==> src/rtl/mycounter_pkg.sv <==
// Shared defaults and types for the modulo counter family.
package mycounter_pkg;

  localparam int unsigned MYCOUNTER_DEF_WIDTH = 4;
  localparam int unsigned MYCOUNTER_DEF_RESET = 0;

  typedef logic [MYCOUNTER_DEF_WIDTH-1:0] count_t;

endpackage

==> src/rtl/mycounter_next.sv <==
// Combinational next-state logic for the modulo counter: next count and next terminal flag.
module mycounter_next
  import mycounter_pkg::*;
#(
  parameter int unsigned WIDTH   = MYCOUNTER_DEF_WIDTH,
  parameter int unsigned MAX_VAL = (2 ** WIDTH) - 1
) (
  input  logic [WIDTH-1:0] count,
  input  logic             load,
  input  logic [WIDTH-1:0] load_val,
  output logic [WIDTH-1:0] next_count,
  output logic             next_tc
);

  localparam logic [WIDTH-1:0] MAX_C = WIDTH'(MAX_VAL);
  localparam logic [WIDTH-1:0] ONE_C = WIDTH'(1);

  // Terminal and out-of-range counts both fall through to the zero default.
  always_comb begin
    next_count = '0;
    if (load) begin
      next_count = load_val;
    end else if (count < MAX_C) begin
      next_count = count + ONE_C;
    end
    next_tc = (next_count == MAX_C);
  end

endmodule

==> src/rtl/my_counter_4bit.sv <==
// Free-running modulo counter with registered terminal-count flag for cascading.
// Define MYCOUNTER_LOAD_EN to add the LOAD/LOAD_VAL synchronous parallel load.
module my_counter_4bit
  import mycounter_pkg::*;
#(
  parameter int unsigned WIDTH     = MYCOUNTER_DEF_WIDTH,
  parameter int unsigned MAX_VAL   = (2 ** WIDTH) - 1,
  parameter int unsigned RESET_VAL = MYCOUNTER_DEF_RESET
) (
  input  logic             CLK,
  input  logic             RST,
`ifdef MYCOUNTER_LOAD_EN
  input  logic             LOAD,
  input  logic [WIDTH-1:0] LOAD_VAL,
`endif
  output logic [WIDTH-1:0] out,
  output logic             TC
);

  localparam logic [WIDTH-1:0] MAX_C   = WIDTH'(MAX_VAL);
  localparam logic [WIDTH-1:0] RESET_C = WIDTH'(RESET_VAL);

  logic             load;
  logic [WIDTH-1:0] load_val;
  logic [WIDTH-1:0] next_count;
  logic             next_tc;

`ifdef MYCOUNTER_LOAD_EN
  assign load     = LOAD;
  assign load_val = LOAD_VAL;
`else
  assign load     = 1'b0;
  assign load_val = '0;
`endif

  mycounter_next #(
    .WIDTH   (WIDTH),
    .MAX_VAL (MAX_VAL)
  ) u_next (
    .count      (out),
    .load       (load),
    .load_val   (load_val),
    .next_count (next_count),
    .next_tc    (next_tc)
  );

  // TC is registered from the next value so it always equals (out == MAX_VAL).
  always_ff @(posedge CLK) begin
    if (RST) begin
      out <= RESET_C;
      TC  <= (RESET_C == MAX_C);
    end else begin
      out <= next_count;
      TC  <= next_tc;
    end
  end

endmodule

==> config.mk <==
export PLATFORM = sky130hd
export DESIGN_NAME = my_counter_4bit
export DESIGN_NICKNAME = d
export VERILOG_FILES = /design/src/rtl/mycounter_pkg.sv /design/src/rtl/mycounter_next.sv /design/src/rtl/my_counter_4bit.sv
export SDC_FILE = /design/constraint.sdc
export NUM_CORES = 1
export LEC_CHECK = 0
export BUFFER_PORTS_ARGS = -buffer_cell sky130_fd_sc_hd__buf_2
export CORE_AREA = 2 2 39 41
export CTS_BUF_LIST = sky130_fd_sc_hd__clkbuf_8
export DETAILED_ROUTE_END_ITERATION = 10
export DIE_AREA = 0 0 41 43
export PLACE_DENSITY_LB_ADDON = 0.15
export SLEW_MARGIN = 20
export SYNTH_ARGS = -nofsm -noshare
export SYNTH_HDL_FRONTEND = slang
export SYNTH_SLANG_ARGS = --single-unit
==> constraint.sdc <==
create_clock -name CLK -period 1.4 [get_ports CLK]
set_input_delay 0.21 -clock CLK [delete_from_list [all_inputs] [get_ports CLK]]
set_output_delay 0.21 -clock CLK [all_outputs]
set_load 0.02 [all_outputs]
==> summary.txt, run 1 <==
Max VDD drop = 0.559 mV
CP Capture Type = flop
DP Wirelength = 336 um
layout cells sized above 1 = 30.3%
count of state elements after synthesis = 5
post-route ant nets = 0
crit path kind = flop to flop
final WL = 441 um
normalized max-slew margin = 86.8%
RSZ-0062 raised after global routing = no
Final Slew Violations = 0
worst slew pin tran = 0.197 ns
initial antenna violation count = 0
Post-CTS Setup Bufs = 0
Total Nets Final = 38
via count = 192
final worst path period share = 78.0%
mapped cell area = 216 um^2
Overall Power = 0.465 mW
Mapped Cells = 23
# setup viols final = 0
Antenna Diode Count = 0
sum of negative setup slack = 0 ns
Root Buffer = clkbuf_8
result of the run = finished clean
Post-CTS Resized = 0
drt pass-1 iters = 2
CTS Sinks = 5
Critical Path RT = 1.51 ns
Layout area overhead = 43.9%
Crit path arrival time = 1.20 ns
Final Critical Period = 1.09 ns
core box area = 1380 um^2
top area cells in the synthesized netlist = dfxtp_1, ha_1, a21oi_1, o21ai_0, a311oi_1
register area share after synthesis = 46.2%
initial core utilization = 15.6%
DIE AREA = 1760 um^2
largest net degree at the start of global routing = 7
clock slew at reported path FFs = 0.04 ns
Final Hold Violating Endpoints = 0
routability congestion estimate = 0.783
static leakage power = 0.137 nW
Post-DP Area = 267 um^2
worst-skew pair later-pin latency = 0.22 ns
DRC violations left = 0
first-pass GRT wire length = 724 um
PD cells = 1490 nW/um^2
worst min-delay path class = input port to flop
post-layout util = 22.5%
largest area contributor in the netlist = dfxtp_1
crit-path max FO = 6
Fin Clk Skew = 0.000687 ns
gr usage total = 6.65%
gr ovfl total = 0
Vias per Instance = 3.92
IO buf count = 6
total CTS buffers = 3
row count = 14
TritonCTS clock tree = built
CTS max path bufs = 2
nature of the critical path startpoint = flop
# IOs = 7
number of global-route vias before repair = 190
Ys Warns = 0
Max H-tree Level = 1
max_cap viols = 0
Finished Cell Area = 312 um^2
starting DRC count in detailed routing = 3
Cell variety after synth = 15
post-DR wirelength/cell = 9.00 um
Syn Area/Cell = 9.41 um^2
commonest cells after routing, fill and taps aside = buf_2, dfxtp_1, clkbuf_8
area share of the largest cell type after synthesis = 46.2%
cts hold-fix bufs = 0
commonest non-fill, non-tap cell in the layout = buf_2
Die Wd = 41 um
Fmax achieved = 916 MHz
net count after synthesis = 27
Die Y = 43 um
## state kept, by name (all words and copies together), names as in the netlist
name and count:
TC 1, out 4
## metrics by stage
stage,worst slack [ns],instances,hold WS (ns)
after detailed placement,0.304,45,0.443
after CTS,0.295,49,0.211
after floorplan,0.264,23,0.277
after global placement,0.339,45,0.439
after global routing,0.217,49,0.234
final,0.308,49,0.208
## Yosys cell counts (all sizes together)
cell    instances
dfxtp           5
a21oi           2
ha              2
inv             2
nor2            2
o21ai           2
a311oi          1
nand2           1
nand3b          1
nand4           1
nor2b           1
or3             1
xnor2           1
xor2            1
## layer usage
| layer | routed length, um | vias up | share of wire [%] | GRT usage (%) |
|---|---|---|---|---|
| met5 | 0 | - | 0 | 0 |
| met4 | 17 | 0 | 3.9 | 8.00 |
| met3 | 31 | 3 | 7.0 | 3.14 |
| met2 | 195 | 8 | 44 | 8.13 |
| met1 | 197 | 82 | 45 | 7.14 |
| li1 | - | 99 | - | - |
## cell type report
class	count	area, um^2
tap	16	20.0
fill	160	1070
clock inverter	1	3.75
timing repair buffer	6	30.0
sequential	5	100
clock buffer	3	41.3
inverter	2	7.51
multi-input combinational	16	109
## report_power, final
| group | internal (mW) | leakage (nW) | total [mW] | switching (mW) |
|---|---|---|---|---|
| logic | 0.0162 | 0.0693 | 0.0402 | 0.0240 |
| clock network | 0.188 | 0.0269 | 0.264 | 0.0755 |
| registers | 0.151 | 0.0409 | 0.161 | 0.00996 |
## worst max-delay path, stage by stage, from the launching register on
cell     delay [ns]
dfxtp_1        0.40
ha_1           0.28
a21oi_1        0.07
o21ai_0        0.15
a21oi_1        0.08
## final timing paths
kind / from / endpoint / depth (start not counted) / slack, ns
worst min-delay path: RST / out[1] / 2 / 0.21
worst max register to register: out[0] / out[3] / 4 / 0.31
worst min register to register: out[0] / out[0] / 1 / 0.51
worst max-delay path: out[0] / out[3] / 4 / 0.31
## logic make-up after synthesis
| kind of cell | after synthesis | synth area share, % |
|---|---|---|
| xor+xnor | 2 | 8.09 |
| buf+inv | 2 | 3.46 |
| simple gates | 7 | 17.3 |
| flops | 5 | 46.2 |
| fa+ha+maj | 2 | 11.6 |
| compound gates | 5 | 13.3 |
No activity file was read; power rests on OpenSTA's default activity.
==> run 2: changes to the inputs <==
- clock period: 1.4 -> 0.9 ns (I/O delays scaled with it)
==> run 2 against run 1 <==
  * The run now ends with negative setup slack left
  * Global-route usage grew 2.5 points
  * Final cell count grew 12%
  * Clock-buffer cell count is the same
  * Via count grew 14%
  * Critical path depth shrank 1
  * Maximum frequency grew 13%
  * Wire length grew 28%
  * Sequential share of layout area shrank 6.1 points
  * Die area is the same
  * Utilization grew 8.8 points
  * Critical path type unchanged
  * Largest cell class unchanged
==> summary.txt, run 2 (synthesized netlist as in run 1, its figures left out) <==
Met1 Wirelength = 219 um
Crit path arrival time = 1.12 ns
violated checks = negative setup slack
PD cells = 1770 nW/um^2
Root Buffer = clkbuf_8
gr usage total = 9.15%
Die Wd = 41 um
static leakage power = 0.172 nW
critical-path cell list = nand2_2 > or3_1 > a21oi_2
Overall Power = 0.767 mW
worst min-delay path class = input port to flop
DIE AREA = 1760 um^2
Finished Cell Area = 433 um^2
Die Y = 43 um
DRC violations left = 0
routability congestion estimate = 0.707
Vias per Instance = 3.98
normalized max-slew margin = 86.4%
Max VDD drop = 0.693 mV
max reg flops = 4
CTS max path bufs = 2
RSZ-0062 raised after global routing = yes
Critical Path RT = 1.05 ns
number of global-route vias before repair = 232
final WL = 564 um
crit path kind = flop to flop
Post-DP Area = 348 um^2
reg-to-reg setup timing slack = -0.07 ns
final worst path period share = 108%
result of the run = complete, but fails checks
DP Wirelength = 392 um
layout cells sized above 1 = 69.2%
initial core utilization = 15.6%
Fmax achieved = 1030 MHz
Layout area overhead = 100%
first-pass GRT wire length = 952 um
Most flops, register = out
cts hold-fix bufs = 0
Crit-path slowest cell = dfxtp_4
crit-path max FO = 5
top layer in use = met4
CP top delay family = flip-flops
TritonCTS clock tree = built
initial antenna violation count = 0
clock slew at reported path FFs = 0.03 ns
gr ovfl total = 0
core box area = 1380 um^2
r2r startpoint = out[1]
CTS Sinks = 5
IO buf count = 6
Fin Clk Skew = 0.00145 ns
PnR worst setup slack = -0.0696 ns
CP startpoint = out[1]
largest net degree at the start of global routing = 6
via count = 219
Max H-tree Level = 1
post-DR wirelength/cell = 10.3 um
worst slew pin tran = 0.202 ns
nature of the critical path startpoint = flop
Final Hold Violating Endpoints = 0
CP Capture Type = flop
sum of negative setup slack = -0.173 ns
commonest cells after routing, fill and taps aside = buf_4, clkbuf_8, buf_2, dfxtp_4, buf_6
met3 routed WL = 36 um
worst-skew pair later-pin latency = 0.22 ns
post-route ant nets = 0
Hold Crit Start = RST
Final Slew Violations = 0
Total Nets Final = 44
max_cap viols = 0
DR WL met2 = 295 um
Final Critical Period = 0.970 ns
# IOs = 7
Post-CTS Setup Bufs = 0
commonest non-fill, non-tap cell in the layout = buf_4
drt pass-1 iters = 1
# setup viols final = 5
Fill cells = 149
total CTS buffers = 3
hold slack = 0.162 ns
crit-path max cell delay = 0.39 ns
Antenna Diode Count = 0
row count = 14
starting DRC count in detailed routing = 0
biggest regs = out (4), TC (1)
Buf/Inv on CP = 0
run 2: power by group:
| group | internal, mW | switching [mW] |
|---|---|---|
| clock network | 0.292 | 0.108 |
| logic | 0.0583 | 0.0516 |
| registers | 0.235 | 0.0229 |
run 2: final cells by class:
cell class / instances / area (um^2) / share of cell area, %
Multi-Input combinational cell: 16 / 151 / 35.0
Sequential cell: 5 / 113 / 26.0
Timing Repair Buffer: 12 / 93.8 / 21.7
Clock buffer: 3 / 41.3 / 9.54
Tap cell: 16 / 20.0 / 4.62
Inverter: 2 / 10.0 / 2.31
Clock inverter: 1 / 3.75 / 0.867
run 2: path summary, 6_finish.rpt:
kind / endpoint / cells after the start
setup / recovery: out[3] / 3
hold / removal: out[3] / 2
setup reg to reg: out[3] / 3
hold reg to reg: out[3] / 2
run 2: metrics by stage:
| step | setup slack, ns | instances | util (%) |
|---|---|---|---|
| 6_report | -0.0696 | 55 | 31.3 |
| 5_1_grt | -0.102 | 55 | 31.3 |
| 4_1_cts | -0.0769 | 55 | 29.8 |
| 3_5_place_dp | -0.0701 | 51 | 25.1 |
| 3_3_place_gp | -0.0415 | 51 | 25.1 |
| 2_1_floorplan | -0.0513 | 23 | - |
run 2: metal layers:
layer  vias to the layer above  GRT usage, %
li1                        111             -
met1                       101          7.74
met5                         -             0
met4                         0          6.00
met2                         5          11.9
met3                         2          10.5
run 2: timing repair:
item,4_1_cts,5_1_grt
gates resized for setup,7,5
endpoints found under the setup margin,6,7
pin swaps,1,4
endpoints found under the hold margin,0,0
